--- src/rtl/mux_4to1.sv ---
// Registered 4-to-1 multiplexer: on each enabled clock edge captures the input chosen by
// select into y, records select in sel_q, and raises y_valid for the following cycle.
module mux_4to1 #(
  parameter int unsigned WIDTH = 1
) (
  input  logic             clk,
  input  logic             rst,
  input  logic             en,
  input  logic [WIDTH-1:0] i0,
  input  logic [WIDTH-1:0] i1,
  input  logic [WIDTH-1:0] i2,
  input  logic [WIDTH-1:0] i3,
  input  logic [1:0]       select,
  output logic [WIDTH-1:0] y,
  output logic             y_valid,
  output logic [1:0]       sel_q
);

  logic [WIDTH-1:0] mux_d;

  always_comb begin
    mux_d = '0;
    unique case (select)
      2'b00: mux_d = i0;
      2'b01: mux_d = i1;
      2'b10: mux_d = i2;
      2'b11: mux_d = i3;
      default: mux_d = '0;
    endcase
  end

  always_ff @(posedge clk) begin
    if (rst) begin
      y       <= '0;
      sel_q   <= 2'b00;
      y_valid <= 1'b0;
    end else if (en) begin
      y       <= mux_d;
      sel_q   <= select;
      y_valid <= 1'b1;
    end else begin
      y_valid <= 1'b0;
    end
  end

endmodule

--- config.mk ---
export PLATFORM = sky130hd
export DESIGN_NAME = mux_4to1
export DESIGN_NICKNAME = d
export VERILOG_FILES = /design/src/rtl/mux_4to1.sv
export SDC_FILE = /design/constraint.sdc
export NUM_CORES = 1
export LEC_CHECK = 0
export CAP_MARGIN = 15
export CORE_AREA = 3 3 40 42
export DETAILED_ROUTE_END_ITERATION = 6
export DIE_AREA = 0 0 43 45
export PLACE_DENSITY = 0.43
export RECOVER_POWER = 50
export SYNTH_ARGS = -nofsm -noshare
export SYNTH_HDL_FRONTEND = slang
export SYNTH_SLANG_ARGS = --single-unit
--- constraint.sdc ---
create_clock -name clk -period 0.83 [get_ports clk]
set_input_delay 0.166 -clock clk [delete_from_list [all_inputs] [get_ports clk]]
set_output_delay 0.166 -clock clk [all_outputs]
set_load 0.02 [all_outputs]
==> flow_summary.yaml, run 1 <==
logic_synthesis:
  yosysSeqAreaShare: 0.460
  synth_nets: 24
  synth_compound_area_frac: 0.0863
  synth-seq-cells: 4
  synth_xor_area_frac: 0
  avgSynthCellArea_um2: 11.6
  synth.distinct_cells: 8
  syn_inst: 15
  yosys_warnings: 0
  synth_area_um2: 174
  synthMuxAreaShare: 0.230
  yosys.area_share.adder: 0
  yosys.area_share.simple: 0.223
  synth_top_family_by_area: "multiplexers"
clock_network:
  cts.reportedPaths.clkPinSlew_ps: 50
  cts_tree: "done"
  clock_latency_ps: 230
  cts_hold_buf: 0
  ctsHtreeMaxLevel: 1
  clock_sinks: 4
  cts_buffers: 3
  clockRootBuffer: "clkbuf_4"
  clockBufferDepth: 2
detailed_routing:
  firstDrtPassIters: 1
  wl_per_cell_um: 11.2
  vias: 201
  drc: 0
  avgViaCountPerCell: 3.94
  detail-route-antenna-nets: 0
  detail_route.iter0.violations: 0
  wl_um: 573
power:
  p_sw_uw: 146
  combPwrFrac: 0.214
  powerDensity_nw_per_um2: 1600
  p_leak_nw: 0.171
  power.internal_uw: 468
  peakVddDrop_mv: 0.854
  pwr-share-seq: 0.350
  clkPwrFrac: 0.436
  netSwitchingFraction: 0.237
critical_path:
  cp.arrival_ps: 700
  required_ps: 660
  crit_chain: "buf_6"
  cp_top_family: "flip-flops"
  cpPeakStageDelay_ps: 340
  cp_slowest_cell: "dfxtp_4"
  crit_buf_inv: 1
  startpoint_type: "flop"
  crit_path_end_kind: "output pin"
  crit_type: "flop to output pin"
  cp_num_cells: 1
  critPathMaxFanout: 2
  rr_worst_depth: 2
global_routing:
  grt_overflow: 0
  grt_pass1_wl_um: 972
  antenna_found_initial: 0
  grt_pass1_vias: 246
  grt_max_degree: 6
  grt.total_usage: 0.0707
die:
  core_um2: 1280
  die_h_um: 45
  fp.dieArea_um2: 1940
  ios: 13
  die_w_um: 43
  num_rows: 13
  initial_core_util: 0.135
placed_design:
  port_buffers: 12
  place.gp.congestion: 0.733
  dpl.hpwl_um: 433
  place_area_um2: 349
layout:
  fin_util: 0.299
  nets: 46
  antenna_cells: 0
  final_area_um2: 384
  areaGrowthSynthToFinish_pct: 121
  most-common-layout-cells: "mux2i_1 (4), clkdlybuf4s50_1 (4), buf_6 (4), buf_4 (4)"
  multi_input_area_um2: 96.3
  n_fill_cell: 139
  regArea_um2: 87.6
  drive_above_1_share: 0.472
sta:
  worst_slack_ps: -39.1
  final.setup.tns_ps: -76.2
  period_share: 1.05
  max_freq_mhz: 1150
  tightest_slew_ps: 216
  hold_violations: 0
  slew_headroom: 0.852
  finalCriticalPeriod_ps: 869
  report.final.slew_viol_count: 0
  setup-violations-final: 4
  rsz0062_at_grt: "true"
  fin_skew_ps: 0
min_path:
  hp-class: "input port to flop"
  holdPathStages: 2
flow_run:
  cap_violations: 0
status:
  status: "finished with violations"
  violations: "negative setup slack"
cell usage after synthesis:
library cell / n / share of area
or3b_1: 1 / 0.050
dfxtp_1: 4 / 0.46
nor2_1: 2 / 0.043
nor2b_1: 1 / 0.036
nand3b_1: 1 / 0.043
or3b_2: 1 / 0.050
o221ai_2: 1 / 0.086
mux2i_1: 4 / 0.23
final cells by class:
cell class,count,share of cell area
Tap cell,15,0.0489
Sequential cell,4,0.228
Clock buffer,4,0.0684
Timing Repair Buffer,17,0.404
Multi-Input combinational cell,11,0.251
state kept, by name (all words and copies together) (netlist names):
| name | cells |
|---|---|
| sel_q | 2 |
| y | 1 |
| y_valid | 1 |
metal layers:
| metal | part of all wire | wire length, µm | up-vias | global-route usage |
|---|---|---|---|---|
| li1 | - | - | 97 | - |
| met1 | 0.40 | 227 | 89 | 0.0721 |
| met2 | 0.42 | 240 | 15 | 0.108 |
| met3 | 0.18 | 104 | 0 | 0.0637 |
| met4 | 0 | 0 | 0 | 0.0181 |
| met5 | 0 | 0 | - | 0 |
through the flow:
step	total power [mW]	setup slack (ps)	cells	hold slack, ps
2_1_floorplan	0.256	-36.1	15	238
3_3_place_gp	0.345	-481	46	489
3_5_place_dp	0.347	-513	46	487
4_1_cts	0.634	-51.0	51	279
5_1_grt	0.660	-63.9	51	316
6_report	0.613	-39.1	51	282
power by group through the flow:
stage,Combinational (mW),Clock (mW),Sequential [mW]
after CTS,0.135,0.285,0.214
after floorplan,0.0281,0,0.228
after global placement,0.131,0,0.214
after detailed placement,0.134,0,0.213
final,0.131,0.268,0.214
after global routing,0.141,0.303,0.216
cell families after synthesis:
logic type,after synthesis
and+or+nand+nor,6
muxes,4
DFF,4
AOI/OAI and AO/OA,1
worst paths after layout:
check / startpoint / endpoint / slack (ps)
setup reg to reg: y / y / -10
setup / recovery: y / y / -40
hold / removal: rst / sel_q[1] / 280
hold reg to reg: sel_q[1] / sel_q[1] / 490
what timing repair did:
action                                 CTS  global route
setup endpoints to repair                7             5
endpoints found under the hold margin    0             0
setup buffers                            1             0
pin swaps                                1             0
resized for setup                       31             1
(Power assumes the default switching activity.)
==> run 2, diff against run 1 <==
Settings changed: PLACE_DENSITY 0.43 to 0.42.
Clock period 0.83 ns to 0.9 ns, I/O delays scaled along.
==> flow_summary.yaml, run 2 (synthesis results as in run 1) <==
sta:
  fin_skew_ps: 0
  slew_headroom: 0.864
  finalCriticalPeriod_ps: 889
  report.final.slew_viol_count: 0
  period_share: 0.988
  rsz0062_at_grt: "false"
  worst_slack_ps: 10.7
  tightest_slew_ps: 199
  max_freq_mhz: 1120
  setup-violations-final: 0
  hold_violations: 0
detailed_routing:
  vias: 198
  detail-route-antenna-nets: 0
  detail_route.iter0.violations: 0
  drc: 0
  wl_per_cell_um: 11.4
  firstDrtPassIters: 1
  wl_um: 569
  avgViaCountPerCell: 3.96
critical_path:
  crit_chain: "buf_2"
  cp-startpoint: "y_valid"
  timing.rr.start: "y"
  crit_type: "flop to output pin"
  crit_path_end_kind: "output pin"
  cpPeakStageDelay_ps: 310
  critPathMaxFanout: 1
  crit_buf_inv: 1
  required_ps: 720
  cp_slowest_cell: "dfxtp_1"
  cp.arrival_ps: 710
  cp_top_family: "flip-flops"
  startpoint_type: "flop"
layout:
  antenna_cells: 0
  final_area_um2: 362
  nets: 45
  largest_registers: "sel_q: 2 flops, y: 1 flops, y_valid: 1 flops"
  drive_above_1_share: 0.400
  largest_register_ffs: 2
  regMostFlops: "sel_q"
  areaGrowthSynthToFinish_pct: 108
  n_fill_cell: 144
  most-common-layout-cells: "mux2i_1 (4), dlygate4sd2_1 (4), clkdlybuf4s50_1 (4)"
placed_design:
  place_area_um2: 349
  place.gp.congestion: 0.723
  pre_cts_slack_ps: -464
  port_buffers: 12
power:
  p_leak_nw: 0.161
  powerDensity_nw_per_um2: 1550
  peakVddDrop_mv: 0.578
clock_network:
  cts_buffers: 3
  clock_sinks: 4
  cts_setup_buffers: 0
  cts_resized: 25
  clock_latency_ps: 240
  cts.reportedPaths.clkPinSlew_ps: 40
  cts_tree: "done"
  cts_hold_buf: 0
  ctsHtreeMaxLevel: 1
  clockRootBuffer: "clkbuf_4"
  clockBufferDepth: 2
min_path:
  hp-class: "input port to flop"
  hold_path_startpoint: "select[0]"
die:
  die_h_um: 45
  die_w_um: 43
  ios: 13
  initial_core_util: 0.135
  core_um2: 1280
  num_rows: 13
  fp.dieArea_um2: 1940
global_routing:
  grt_pass1_wl_um: 876
  antenna_found_initial: 0
  grt_max_degree: 5
  grt_pass1_vias: 204
  grt_overflow: 0
  grt.total_usage: 0.0692
flow_run:
  cap_violations: 0
status:
  status: "finished, final reports clean"
-- run 2: per-layer routing --
layer,part of all wire,up-vias,global-route usage
met5,0,-,0
li1,-,96,-
met2,0.37,16,0.0778
met3,0.14,4,0.0319
met1,0.45,82,0.0821
met4,0.040,0,0.0904
-- run 2: cell type report --
class / count / area, µm² / share of cell area
repair buffers: 16 / 133 / 0.367
multi-input cells: 11 / 98.8 / 0.273
flip-flops and latches: 4 / 85.1 / 0.235
clock buffers: 4 / 26.3 / 0.0727
well taps: 15 / 18.8 / 0.0519
-- run 2: metrics by stage --
| stage | setup TNS [ps] | util | power, mW | hold WS [ps] | instances |
|---|---|---|---|---|---|
| 2_1_floorplan | 0 | - | 0.236 | 252 | 15 |
| 3_3_place_gp | -1770 | 0.272 | 0.319 | 488 | 46 |
| 5_1_grt | 0 | 0.281 | 0.579 | 417 | 50 |
| 6_report | 0 | 0.281 | 0.560 | 378 | 50 |
| 3_5_place_dp | -1940 | 0.272 | 0.321 | 481 | 46 |
| 4_1_cts | 0 | 0.283 | 0.575 | 381 | 50 |
-- run 2: worst paths after layout --
check,to,slack (ps),cells after the start
hold / removal,sel_q[0],380,3
hold reg to reg,sel_q[1],490,2
setup / recovery,y_valid,10,1
setup reg to reg,y,50,2
-- run 2: where the power goes --
part	switching [mW]	total (mW)	internal, mW
Sequential	0.00598	0.195	0.189
Combinational	0.0459	0.112	0.0665
Clock	0.0852	0.252	0.167
Total	0.137	0.560	0.423
